==> src/rtl/counter_cmd_sequencer_if.sv <==
// Command handshake bundle for counter_cmd_sequencer.
// master offers commands, slave accepts them with cmd_ready.
interface counter_cmd_sequencer_if #(
  parameter int N     = 16,
  parameter int RPT_W = 8
);
  logic             cmd_valid;
  logic             cmd_ready;
  logic [1:0]       cmd_op;
  logic [N-1:0]     cmd_data;
  logic [RPT_W-1:0] cmd_rpt;

  modport master (
    output cmd_valid,
    output cmd_op,
    output cmd_data,
    output cmd_rpt,
    input  cmd_ready
  );

  modport slave (
    input  cmd_valid,
    input  cmd_op,
    input  cmd_data,
    input  cmd_rpt,
    output cmd_ready
  );
endinterface

==> src/rtl/counter_cmd_sequencer.sv <==
// Buffers timed counter commands in a FIFO and replays them gaplessly.
// Optional CMD_SEQ_LOOP_EN adds loop_en to recirculate retired commands.
module counter_cmd_sequencer #(
  parameter int N     = 16,
  parameter int DEPTH = 4,
  parameter int RPT_W = 8
) (
  input  logic                     clk,
  input  logic                     rst_n,
  input  logic                     flush,
`ifdef CMD_SEQ_LOOP_EN
  input  logic                     loop_en,
`endif
  counter_cmd_sequencer_if.slave   cmd,
  output logic [1:0]               control,
  output logic [N-1:0]             parallel_in,
  output logic                     busy,
  output logic [$clog2(DEPTH):0]   fifo_level
);

  localparam int AW = $clog2(DEPTH);
  localparam int W  = 2 + N + RPT_W;
  localparam logic [RPT_W-1:0] ONE_R = 1;

  typedef enum logic {IDLE, RUN} state_t;

  state_t state_q, state_d;

  logic [W-1:0]     mem [DEPTH];
  logic [AW:0]      wr_ptr, rd_ptr;
  logic [RPT_W-1:0] rpt_cnt, rpt_d;
  logic [1:0]       ctl_d;
  logic [N-1:0]     dat_d;
  logic             busy_d;

  logic             empty, full, last, pop, drain;
  logic             push, wr;
  logic [W-1:0]     wr_data, head;
  logic [1:0]       head_op;
  logic [N-1:0]     head_data;
  logic [RPT_W-1:0] head_rpt;

  assign empty = (wr_ptr == rd_ptr);
  assign full  = (wr_ptr[AW] != rd_ptr[AW]) &&
                 (wr_ptr[AW-1:0] == rd_ptr[AW-1:0]);

  assign last  = (state_q == RUN) && (rpt_cnt == '0);
  assign pop   = !flush && !empty && ((state_q == IDLE) || last);
  assign drain = !flush && last && empty;

  assign head      = mem[rd_ptr[AW-1:0]];
  assign head_op   = head[W-1 -: 2];
  assign head_data = head[RPT_W +: N];
  assign head_rpt  = head[RPT_W-1:0];

`ifdef CMD_SEQ_LOOP_EN
  logic [RPT_W-1:0] cur_rpt;
  logic             loop_wr;

  // The retiring command goes back on the tail in the cycle it pops.
  assign loop_wr = loop_en && last && !flush;
  assign cmd.cmd_ready = !full && !flush && !loop_en;
  assign push    = cmd.cmd_valid && cmd.cmd_ready;
  assign wr      = push || loop_wr;
  assign wr_data = push ? {cmd.cmd_op, cmd.cmd_data, cmd.cmd_rpt}
                        : {control, parallel_in, cur_rpt};

  always_ff @(posedge clk or negedge rst_n) begin
    if (!rst_n)     cur_rpt <= '0;
    else if (pop)   cur_rpt <= head_rpt;
  end
`else
  assign cmd.cmd_ready = !full && !flush;
  assign push    = cmd.cmd_valid && cmd.cmd_ready;
  assign wr      = push;
  assign wr_data = {cmd.cmd_op, cmd.cmd_data, cmd.cmd_rpt};
`endif

  always_ff @(posedge clk) begin
    if (wr) mem[wr_ptr[AW-1:0]] <= wr_data;
  end

  always_ff @(posedge clk or negedge rst_n) begin
    if (!rst_n) begin
      wr_ptr <= '0;
      rd_ptr <= '0;
    end else if (flush) begin
      wr_ptr <= '0;
      rd_ptr <= '0;
    end else begin
      wr_ptr <= wr_ptr + {{AW{1'b0}}, wr};
      rd_ptr <= rd_ptr + {{AW{1'b0}}, pop};
    end
  end

  assign fifo_level = wr_ptr - rd_ptr;

  always_ff @(posedge clk or negedge rst_n) begin
    if (!rst_n) state_q <= IDLE;
    else        state_q <= state_d;
  end

  always_comb begin
    state_d = state_q;
    unique case (1'b1)
      flush:   state_d = IDLE;
      pop:     state_d = RUN;
      drain:   state_d = IDLE;
      default: state_d = state_q;
    endcase
  end

  always_comb begin
    ctl_d  = control;
    dat_d  = parallel_in;
    busy_d = busy;
    rpt_d  = rpt_cnt;
    unique case (1'b1)
      flush || drain: begin
        ctl_d  = 2'b00;
        dat_d  = '0;
        busy_d = 1'b0;
        rpt_d  = '0;
      end
      pop: begin
        ctl_d  = head_op;
        dat_d  = head_data;
        busy_d = 1'b1;
        rpt_d  = head_rpt;
      end
      (state_q == RUN) && !last && !flush: begin
        rpt_d = rpt_cnt - ONE_R;
      end
      default: ;
    endcase
  end

  always_ff @(posedge clk or negedge rst_n) begin
    if (!rst_n) begin
      control     <= 2'b00;
      parallel_in <= '0;
      busy        <= 1'b0;
      rpt_cnt     <= '0;
    end else begin
      control     <= ctl_d;
      parallel_in <= dat_d;
      busy        <= busy_d;
      rpt_cnt     <= rpt_d;
    end
  end

endmodule

==> src/flat_wrapper.sv <==
// flat-port wrapper written by rule: the top's interface ports become plain ports
module counter_cmd_sequencer_flat 
#(
  parameter int N     = 16,
  parameter int DEPTH = 4,
  parameter int RPT_W = 8
)
  (clk, rst_n, flush, control, parallel_in, busy, fifo_level, cmd_cmd_valid, cmd_cmd_op, cmd_cmd_data, cmd_cmd_rpt, cmd_cmd_ready);
  counter_cmd_sequencer_if #(.N(N), .RPT_W(RPT_W)) cmd_i ();
  input  logic clk;
  input  logic rst_n;
  input  logic flush;
  output logic [1:0] control;
  output logic [N-1:0] parallel_in;
  output logic busy;
  output logic [$clog2(DEPTH):0] fifo_level;
  input wire logic [$bits(cmd_i.cmd_valid)-1:0] cmd_cmd_valid;
  input wire logic [$bits(cmd_i.cmd_op)-1:0] cmd_cmd_op;
  input wire logic [$bits(cmd_i.cmd_data)-1:0] cmd_cmd_data;
  input wire logic [$bits(cmd_i.cmd_rpt)-1:0] cmd_cmd_rpt;
  output wire logic [$bits(cmd_i.cmd_ready)-1:0] cmd_cmd_ready;
  assign cmd_i.cmd_valid = cmd_cmd_valid;
  assign cmd_i.cmd_op = cmd_cmd_op;
  assign cmd_i.cmd_data = cmd_cmd_data;
  assign cmd_i.cmd_rpt = cmd_cmd_rpt;
  assign cmd_cmd_ready = cmd_i.cmd_ready;
  counter_cmd_sequencer #(.N(N), .DEPTH(DEPTH), .RPT_W(RPT_W)) u_core (.clk(clk), .rst_n(rst_n), .flush(flush), .cmd(cmd_i), .control(control), .parallel_in(parallel_in), .busy(busy), .fifo_level(fifo_level));
endmodule
==> config.mk <==
export PLATFORM = sky130hd
export DESIGN_NAME = counter_cmd_sequencer_flat
export DESIGN_NICKNAME = d
export VERILOG_FILES = /design/src/rtl/counter_cmd_sequencer_if.sv /design/src/rtl/counter_cmd_sequencer.sv /design/src/flat_wrapper.sv
export SDC_FILE = /design/constraint.sdc
export NUM_CORES = 1
export LEC_CHECK = 0
export ABC_AREA = 1
export CAP_MARGIN = 5
export CORE_ASPECT_RATIO = 0.75
export CORE_MARGIN = 5
export CORE_UTILIZATION = 35
export CTS_BUF_LIST = sky130_fd_sc_hd__clkbuf_16
export DETAILED_ROUTE_END_ITERATION = 12
export SYNTH_ARGS = -nofsm -noshare
export SYNTH_HDL_FRONTEND = slang
export SYNTH_SLANG_ARGS = --single-unit
==> constraint.sdc <==
create_clock -name clk -period 8.9 [get_ports clk]
set_clock_uncertainty 0.05 [all_clocks]
set_input_delay 0.89 -clock clk [delete_from_list [all_inputs] [get_ports clk]]
set_output_delay 0.89 -clock clk [all_outputs]
set_load 0.01 [all_outputs]
# --- Word level (Yosys, flattened, before mapping) ---
# Memories as Yosys holds them, arrays and structs flattened.
# Index checks and enable logic that the tools add are counted.
word_totals:
  memories: 1
  output_inout_bits: 23
  regBits: 34
  inputBits: 30
  wordCells: 46
  ram_bits: 104
memory_table:
  columns: ["memory", "depth", "width", "read_ports", "rd_ports_with_merged_regs", "wr", "line_no", "rtl"]
  rows:
  - ["u_core.mem", 4, 26, 1, 0, 1, "counter_cmd_sequencer.sv:29", "logic [W-1:0] mem [DEPTH];"]
op_classes:
  add_sub_neg: 4
  n_reduce_logical: 21
  bitwise_logic: 1
  muxes: 9
  n_eq_ne: 3
op_table:
  columns: ["op", "n"]
  rows:
  - ["16-bit case mux with 2 select lines", 1]
  - ["8-bit case mux with 3 select lines", 1]
  - ["1-bit logical AND", 10]
  - ["8-bit zero test", 1]
  - ["8-bit by 1-bit subtractor with 8-bit output, second input constant", 1]
  - ["3-bit by 1-bit adder with 3-bit output", 2]
  - ["3-bit two-way mux", 2]
  - ["1-bit zero test", 4]
  - ["1-bit case mux with 2 select lines", 2]
  - ["2-bit case mux with 2 select lines", 1]
  - ["2-bit nonzero test", 2]
  - ["3-bit equality test", 1]
  - ["3-bit nonzero test", 1]
  - ["3-bit subtractor", 1]
  - ["2-bit equality test", 1]
  - ["1-bit logical OR", 2]
  - ["1-bit two-way mux", 2]
  - ["2-bit OR reduction", 1]
  - ["1-bit inequality test", 1]
  - ["1-bit inverter", 1]

# --- Longest topological paths before layout ---
# Gate-level depths: netlist of the first run.
depth:
  word_depth: 7
  depth_mapped: 12

# --- Worst setup path after synthesis of the first run ---
# Ideal clock, no wire load.
synth_path:
  kind: "reg-to-reg"
  from: "reg u_core.rd_ptr[1]"
  to: "mem u_core.mem[1][0] (netlist name), enable pin"
  n_path_buf: 1
  setup_slack_ns: 5.010
  synth_period_minus_slack_ns: 3.890
  stages_incl_launch_ff: 9
  t_arrival_ns: 3.398
  path_cell_list: "dfrtp_1 > inv_1 > buf_2 > ha_1 > nand2_1 > inv_1 > a21oi_2 > nand2_1 > nor3_1"
synth_via:
  elab_chain_len: 7
synth_lines:
  columns: ["item", "line_no", "rtl"]
  rows:
  - ["start, declared", "counter_cmd_sequencer.sv:30", "logic [AW:0] wr_ptr, rd_ptr;"]
  - ["start signal, assigned", "counter_cmd_sequencer.sv:92", "rd_ptr <= rd_ptr + {{AW{1'b0}}, pop};"]
  - ["2-bit equality test", "counter_cmd_sequencer.sv:45", "(wr_ptr[AW-1:0] == rd_ptr[AW-1:0]);"]
  - ["1-bit logical AND", "counter_cmd_sequencer.sv:44", "assign full = (wr_ptr[AW] != rd_ptr[AW]) &&"]
  - ["1-bit zero test", "counter_cmd_sequencer.sv:73", "assign cmd.cmd_ready = !full && !flush;"]
  - ["1-bit logical AND", "counter_cmd_sequencer.sv:73", null]
  - ["named net cmd_cmd_ready", "flat_wrapper.sv:21", "output wire logic [$bits(cmd_i.cmd_ready)-1:0] cmd_cmd_ready;"]
  - ["1-bit logical AND", "counter_cmd_sequencer.sv:74", "assign push = cmd.cmd_valid && cmd.cmd_ready;"]
  - ["1-bit two-way mux", "counter_cmd_sequencer.sv:80", "if (wr) mem[wr_ptr[AW-1:0]] <= wr_data;"]
  - ["1-bit two-way mux (not written as such)", "counter_cmd_sequencer.sv:80", null]
  - ["end, declared", "counter_cmd_sequencer.sv:29", null]
# The timed path passes the listed nets, and every way through them passes these cells.

# --- Worst setup path in the final report of the first run ---
layout_path:
  from: "reg u_core.rd_ptr[1]"
  to: "out cmd_cmd_ready"
layout_via:
  elab_chain_len: 4
layout_lines:
  columns: ["item", "line_no"]
  rows:
  - ["2-bit equality test", "counter_cmd_sequencer.sv:45"]
  - ["1-bit logical AND", "counter_cmd_sequencer.sv:44"]
  - ["1-bit zero test", "counter_cmd_sequencer.sv:73"]
  - ["1-bit logical AND", "counter_cmd_sequencer.sv:73"]
  - ["end, declared", "flat_wrapper.sv:21"]
# No other way between the ends.

==> results of run 1 <==
==> critical path: stages, from the launching register on <==
cell and delay (ns):
dfrtp_1 0.38, inv_1 0.68, ha_1 0.36, nand2_1 0.10, inv_1 0.10, a21oi_2 0.16, clkdlybuf4s50_1 0.57
==> power by group through the flow <==
stage	sequential, mW	combinational [mW]	clock, mW
after global routing	0.788	0.466	0.812
after global placement	0.792	0.408	0
final	0.781	0.415	0.769
after floorplan	0.803	0.255	0
after CTS	0.782	0.421	0.782
after detailed placement	0.794	0.418	0
==> area by class of cell <==
class                   instances  area share [%]
flip-flops and latches        138           56.02
well taps                     210           3.704
repair buffers                 58           7.903
multi-input cells             292           21.82
inverters                      26           1.376
clock buffers                  17           5.998
clock inverters                15           3.175
==> synthesized netlist by cell type, types with 3 or more instances <==
library cell	instances
clkbuf_1	7
xor2_1	4
nor2_1	69
nand3_2	10
buf_2	7
nand2_1	78
inv_2	6
o22ai_1	26
dfrtp_1	34
nor3_1	5
nand2_2	4
o21ai_0	54
edfxtp_1	104
ha_1	8
nand3_1	20
buf_4	3
inv_1	20
==> through the flow <==
step	power [mW]	setup WS [ns]
floorplan	1.058	5.010
global placement	1.201	5.547
detailed placement	1.212	5.530
CTS	1.985	5.157
global route	2.066	5.055
finish	1.965	5.204
==> flip-flops by register name, summed over array words and instances, names as in the netlist <==
| register | cells |
|---|---|
| u_core.rd_ptr | 3 |
| u_core.parallel_in | 16 |
| u_core.mem | 104 |
| u_core.wr_ptr | 3 |
| u_core.busy | 1 |
| u_core.control | 2 |
| u_core.rpt_cnt | 8 |
| u_core.state_q | 1 |
==> metal layers <==
| layer | GRT usage, % | up-vias |
|---|---|---|
| met5 | 0 | - |
| met4 | 4.030 | 0 |
| met3 | 3.971 | 8 |
| met2 | 22.02 | 91 |
| met1 | 18.66 | 1762 |
| li1 | - | 1775 |
==> worst max path at each step <==
stage,startpoint,slack [ns],cells after the start,to
floorplan,u_core.rd_ptr[1]$_DFF_PN0_,5.01,8,u_core.mem[1][0]$_DFFE_PP_
global placement,flush,5.55,3,cmd_cmd_ready
detailed placement,flush,5.53,3,cmd_cmd_ready
CTS,u_core.rd_ptr[1]$_DFF_PN0_,5.16,6,cmd_cmd_ready
global route,u_core.rd_ptr[1]$_DFF_PN0_,5.05,6,cmd_cmd_ready
finish,u_core.rd_ptr[1]$_DFF_PN0_,5.20,6,cmd_cmd_ready
==> logic make-up after synthesis <==
kind of cell,synth area share (%)
AO/OA/AOI/OAI,7.948
buffers and inverters,3.995
adder cells (fa/ha/maj),2.096
XOR/XNOR,0.9170
flip-flops,69.35
AND/OR/NAND/NOR,15.70
==> flow_summary_export.csv, run 1 <==
group,metric,value,unit
drt,drt-met1-wl,5727,um
timing,fin_crit,3.696,ns
cts,cts_tree,"yes",
cts,post_cts_buffers,0,
synth,yosysWarnings,0,
synth,synthTopCellsByArea,"edfxtp_1 (54%), dfrtp_1 (15%), nand2_1 (5.1%), o21ai_0 (4.7%), nor2_1 (4.5%)",
setup_path,cp_max_fo,27,
synth,synth_fp_nets,516,
worst_hold_path,min_to,"u_core.busy$_DFFE_PN0P_",
synth,synth_seq_area_share,69.34,%
synth,synth.top_cell.area_share,54.50,%
setup_path,worstSetupPathType,"flip-flop to output pin",
layout,final_area,7093,um2
layout,instances_no_fill,756,
power,p_per_area,277.0,nW/um2
layout,drive_gt1_share,13.00,%
setup_path,crit_required,7.96,ns
job,maxCapViolCount,0,
floorplan,io_pins,53,
power,leakagePower,2.724,nW
placed_design,dp_hpwl,7286,um
timing,whs,0.4456,ns
drt,drt_iter0_drc,224,
cts,cts_made_buffers,17,
cts,clock-sinks,138,
synth,syn_inst,477,
setup_path,rr_endpoint,"u_core.parallel_in[8]$_DFFE_PN0P_",
drt,dr_wl_met3,734,um
cts,htree_levels,4,
layout,regArea,3974,um2
global_route,grt_max_degree,56,
synth,synth.avg_cell_area,12.01,um2
placed_design,detailed_place.area,6442,um2
cts,ctsRootBufferMaster,"clkbuf_16",
power,p_comb_share,21.1,%
drt,detail_route.vias_per_cell,4.810,
global_route,grt.overflow.total,0,
drt,routedWlPerCell,16.52,um
cts,postCtsHoldBufs,0,
layout,multi_input_area,1548,um2
power,swShare,28.34,%
setup_path,crit_path_start_kind,"flip-flop",
worst_hold_path,hp-start,"u_core.busy$_DFFE_PN0P_",
outcome,status,"finished clean",
power,p_seq_share,39.7,%
drt,drtAntennaViolNets,0,
timing,fin_crit_sh,41.52,%
floorplan,start_util,35.67,%
drt,first_pass_iters,4,
cts,insertion_delay,0.42,ns
timing,rsz0062_at_grt,"false",
setup_path,r2r_slack,5.93,ns
layout,layout_commonest_cell,"edfxtp_1",
synth,async_flop_share,24.64,%
power,p_clk_share,39.2,%
synth,ys.flop_type,"edfxtp_1",
synth,synth_edf_count,104,
power,power.internal,1.408,mW
synth,synth_area,5730,um2
drt,num_vias,3636,
power,peakVddDrop,0.0001596,V
cts,ctsResizeCount,0,
placed_design,gp_congestion,0.7619,
timing,fmax,0.2706,GHz
layout,syn2layout_area_growth,23.78,%
floorplan,rows,40,
global_route,antenna_found_initial,0,
floorplan,die_y,120.8,um
synth,synth_cell_types,30,
layout,nets,572,
drt,highest_layer,"met4",
drt,finalWirelength,12490,um
layout,diodes,0,
floorplan,die_w,157.8,um
timing,drv_slew,0,
setup_path,endpoint_kind,"output pin",
cts,cts_buffer_depth,2,
global_route,grt_usage,13.90,%
layout,final_util,44.15,%
timing,setup_tns,0,ns
placed_design,numPortBuffers,52,
worst_hold_path,hold_class,"flip-flop to flip-flop",
power,switchingPower,556.7,uW
drt,wl_met2,5923,um
timing,setup_viol,0,
worst_hold_path,min_path_cells,2,
global_route,grt_pass1_wl,20190,um
cts,clk_pin_slew,0.06,ns
timing,slew_headroom,30.71,%
synth,ys_ff_latch,138,
timing,hold_viol,0,
setup_path,cp_data_arrival_time,2.76,ns
global_route,grt_pass1_vias,3743,
placed_design,place_inst,724,
synth,synth_area_leader_cell,"edfxtp_1",
layout,fill_cells,1452,
floorplan,dieArea,19060,um2
setup_path,timing.rr.start,"u_core.rd_ptr[1]$_DFF_PN0_",
floorplan,core_area,16070,um2
timing,worst_slew_pin_slew,1.037,ns
drt,drc,0,
setup_path,worstRegToRegCells,8,
layout,final_cell_mix,"edfxtp_1 (104), nand2_1 (78), nor2_1 (69), o21ai_0 (54), clkdlybuf4s50_1 (51)",
Note: power is estimated with default switching activity, not from simulation.
==> inputs of run 2 (changes only) <==
clock period = 3.7 ns   (was 8.9 ns; I/O delays follow)
==> run 2 against run 1 <==
Compared with the run above: combinational power up 140%; via count increased by 1.2%; sequential power up 140%; critical endpoint unchanged; largest cell class unchanged.
==> flow_summary_export.csv, run 2 (synthesis results as in run 1) <==
group,metric,value,unit
cts,cts_tree,"yes",
cts,postCtsHoldBufs,0,
drt,drtAntennaViolNets,0,
global_route,grt_usage,13.29,%
layout,diodes,0,
cts,ctsRootBufferMaster,"clkbuf_16",
setup_path,cp_max_fo,27,
power,switchingPower,1.281,mW
power,p_per_area,641.1,nW/um2
placed_design,gp_congestion,0.7493,
setup_path,endpoint_kind,"output pin",
setup_path,cp_data_arrival_time,2.36,ns
outcome,status,"finished clean",
global_route,antenna_found_initial,0,
setup_path,worst_path_largest_cell_delay,0.57,ns
setup_path,critPathTopFamily,"buffers and inverters",
layout,drive_gt1_share,12.93,%
power,peakVddDrop,0.0003348,V
floorplan,die_y,120.8,um
cts,post_cts_buffers,0,
drt,drc,0,
setup_path,crit_slowest_cell,"clkdlybuf4s50_1",
drt,detail_route.vias_per_cell,4.846,
drt,routedWlPerCell,16.01,um
timing,drv_slew,0,
setup_path,crit_path_start_kind,"flip-flop",
floorplan,dieArea,19060,um2
timing,worst_slew_pin_slew,0.9922,ns
drt,num_vias,3678,
power,finalPower,4.520,mW
cts,htree_levels,4,
timing,setup_viol,0,
cts,insertion_delay,0.41,ns
setup_path,path_common_cell,"inv_1",
global_route,grt_pass1_wl,19180,um
power,swShare,28.33,%
drt,first_pass_iters,5,
placed_design,numPortBuffers,52,
cts,cts_made_buffers,17,
drt,drt_iter0_drc,264,
job,maxCapViolCount,0,
power,leakagePower,2.706,nW
layout,syn2layout_area_growth,23.03,%
layout,final_util,43.89,%
setup_path,critPathBufInv,4,
power,p_comb_share,21.9,%
cts,clk_pin_slew,0.06,ns
setup_path,crit_chain,"inv_1, buf_4, ha_1, nand2_1, inv_1, a21oi_2, clkdlybuf4s50_1",
layout,final_cell_mix,"edfxtp_1 (104), nand2_1 (78), nor2_1 (69), o21ai_0 (54), clkdlybuf4s50_1 (51)",
placed_design,dp_hpwl,7455,um
layout,layout_commonest_cell,"edfxtp_1",
power,p_clk_share,36.5,%
timing,fin_crit_sh,75.05,%
timing,fmax,0.3601,GHz
cts,clock-sinks,138,
timing,hold_viol,0,
timing,slew_headroom,33.70,%
setup_path,crit_required,3.28,ns
layout,largest_reg_flops,104,
setup_path,worstSetupPathType,"flip-flop to output pin",
timing,fin_crit,2.777,ns
floorplan,start_util,35.67,%
floorplan,rows,40,
layout,nets,575,
cts,cts_buffer_depth,2,
power,power.internal,3.240,mW
cts,ctsResizeCount,0,
timing,rsz0062_at_grt,"false",
global_route,grt.overflow.total,0,
global_route,grt_max_degree,55,
worst_hold_path,hold_class,"primary input to asynchronous set/reset pin",
drt,finalWirelength,12150,um
global_route,grt_pass1_vias,3641,
floorplan,io_pins,53,
power,p_seq_share,41.6,%
floorplan,die_w,157.8,um
floorplan,core_area,16070,um2
-- run 2: cell count changes in the layout (fill, tap and decap cells not counted), sizes merged --
cell and change:
buf +3, clkinv -3, clkinvlp +3, bufinv -2
inv +2
-- run 2: final cells by class --
cell class | count | area (um2)
tap | 210 | 262.8
timing repair buffer | 61 | 583.1
inverter | 26 | 97.59
clock buffer | 17 | 425.4
clock inverter | 15 | 160.2
fill | 1461 | 9015
multi-input combinational | 292 | 1548
sequential | 138 | 3974
-- run 2: power by group through the flow --
stage / combinational, mW / clock, mW / sequential [mW]
finish: 0.990 / 1.65 / 1.88
floorplan: 0.613 / 0 / 1.93
global route: 1.11 / 1.75 / 1.90
CTS: 1.01 / 1.68 / 1.88
global placement: 0.979 / 0 / 1.91
detailed placement: 1.00 / 0 / 1.91
-- run 2: routing by layer --
metal	GRT usage (%)	up-vias	wire length [um]
li1	-	1778	-
met1	18.00	1792	5395
met2	20.88	104	5802
met3	3.864	4	891
met4	3.708	0	63
met5	0	-	0
-- run 2: worst reg2reg max path, cell delays in order (launching register included) --
cell and delay [ns]:
dfrtp_1 0.37, inv_1 0.05, buf_4 0.30, ha_1 0.29, nand2_1 0.10, inv_1 0.10
a21oi_1 0.17, nand2_1 0.61, nand3_1 0.29, nand2_1 0.09
-- run 2: worst paths after layout --
path	depth (start not counted)	end	slack, ns	start
worst max-delay path	7	cmd_cmd_ready	0.92	u_core.rd_ptr[1]$_DFF_PN0_
max in group asynchronous	1	u_core.parallel_in[0]$_DFFE_PN0P_	3.06	rst_n
worst min-delay path	1	u_core.rpt_cnt[4]$_DFFE_PN0P_	0.002	rst_n
worst max register to register	9	u_core.parallel_in[5]$_DFFE_PN0P_	1.16	u_core.rd_ptr[1]$_DFF_PN0_
min in group clk	2	u_core.busy$_DFFE_PN0P_	0.43	u_core.busy$_DFFE_PN0P_
worst min register to register	2	u_core.busy$_DFFE_PN0P_	0.43	u_core.busy$_DFFE_PN0P_
-- run 2: metrics by stage --
step	hold WS [ns]	worst slack [ns]	instance area (um2)	setup TNS [ns]	std cells
after floorplan	0.02441	-0.1901	5731	-19.77	477
after global placement	0.4270	1.117	6465	0	727
after detailed placement	0.4208	1.063	6465	0	727
after CTS	0.04797	0.8820	7051	0	759
after global routing	0.07885	0.7996	7051	0	759
final	0.002345	0.9233	7051	0	759
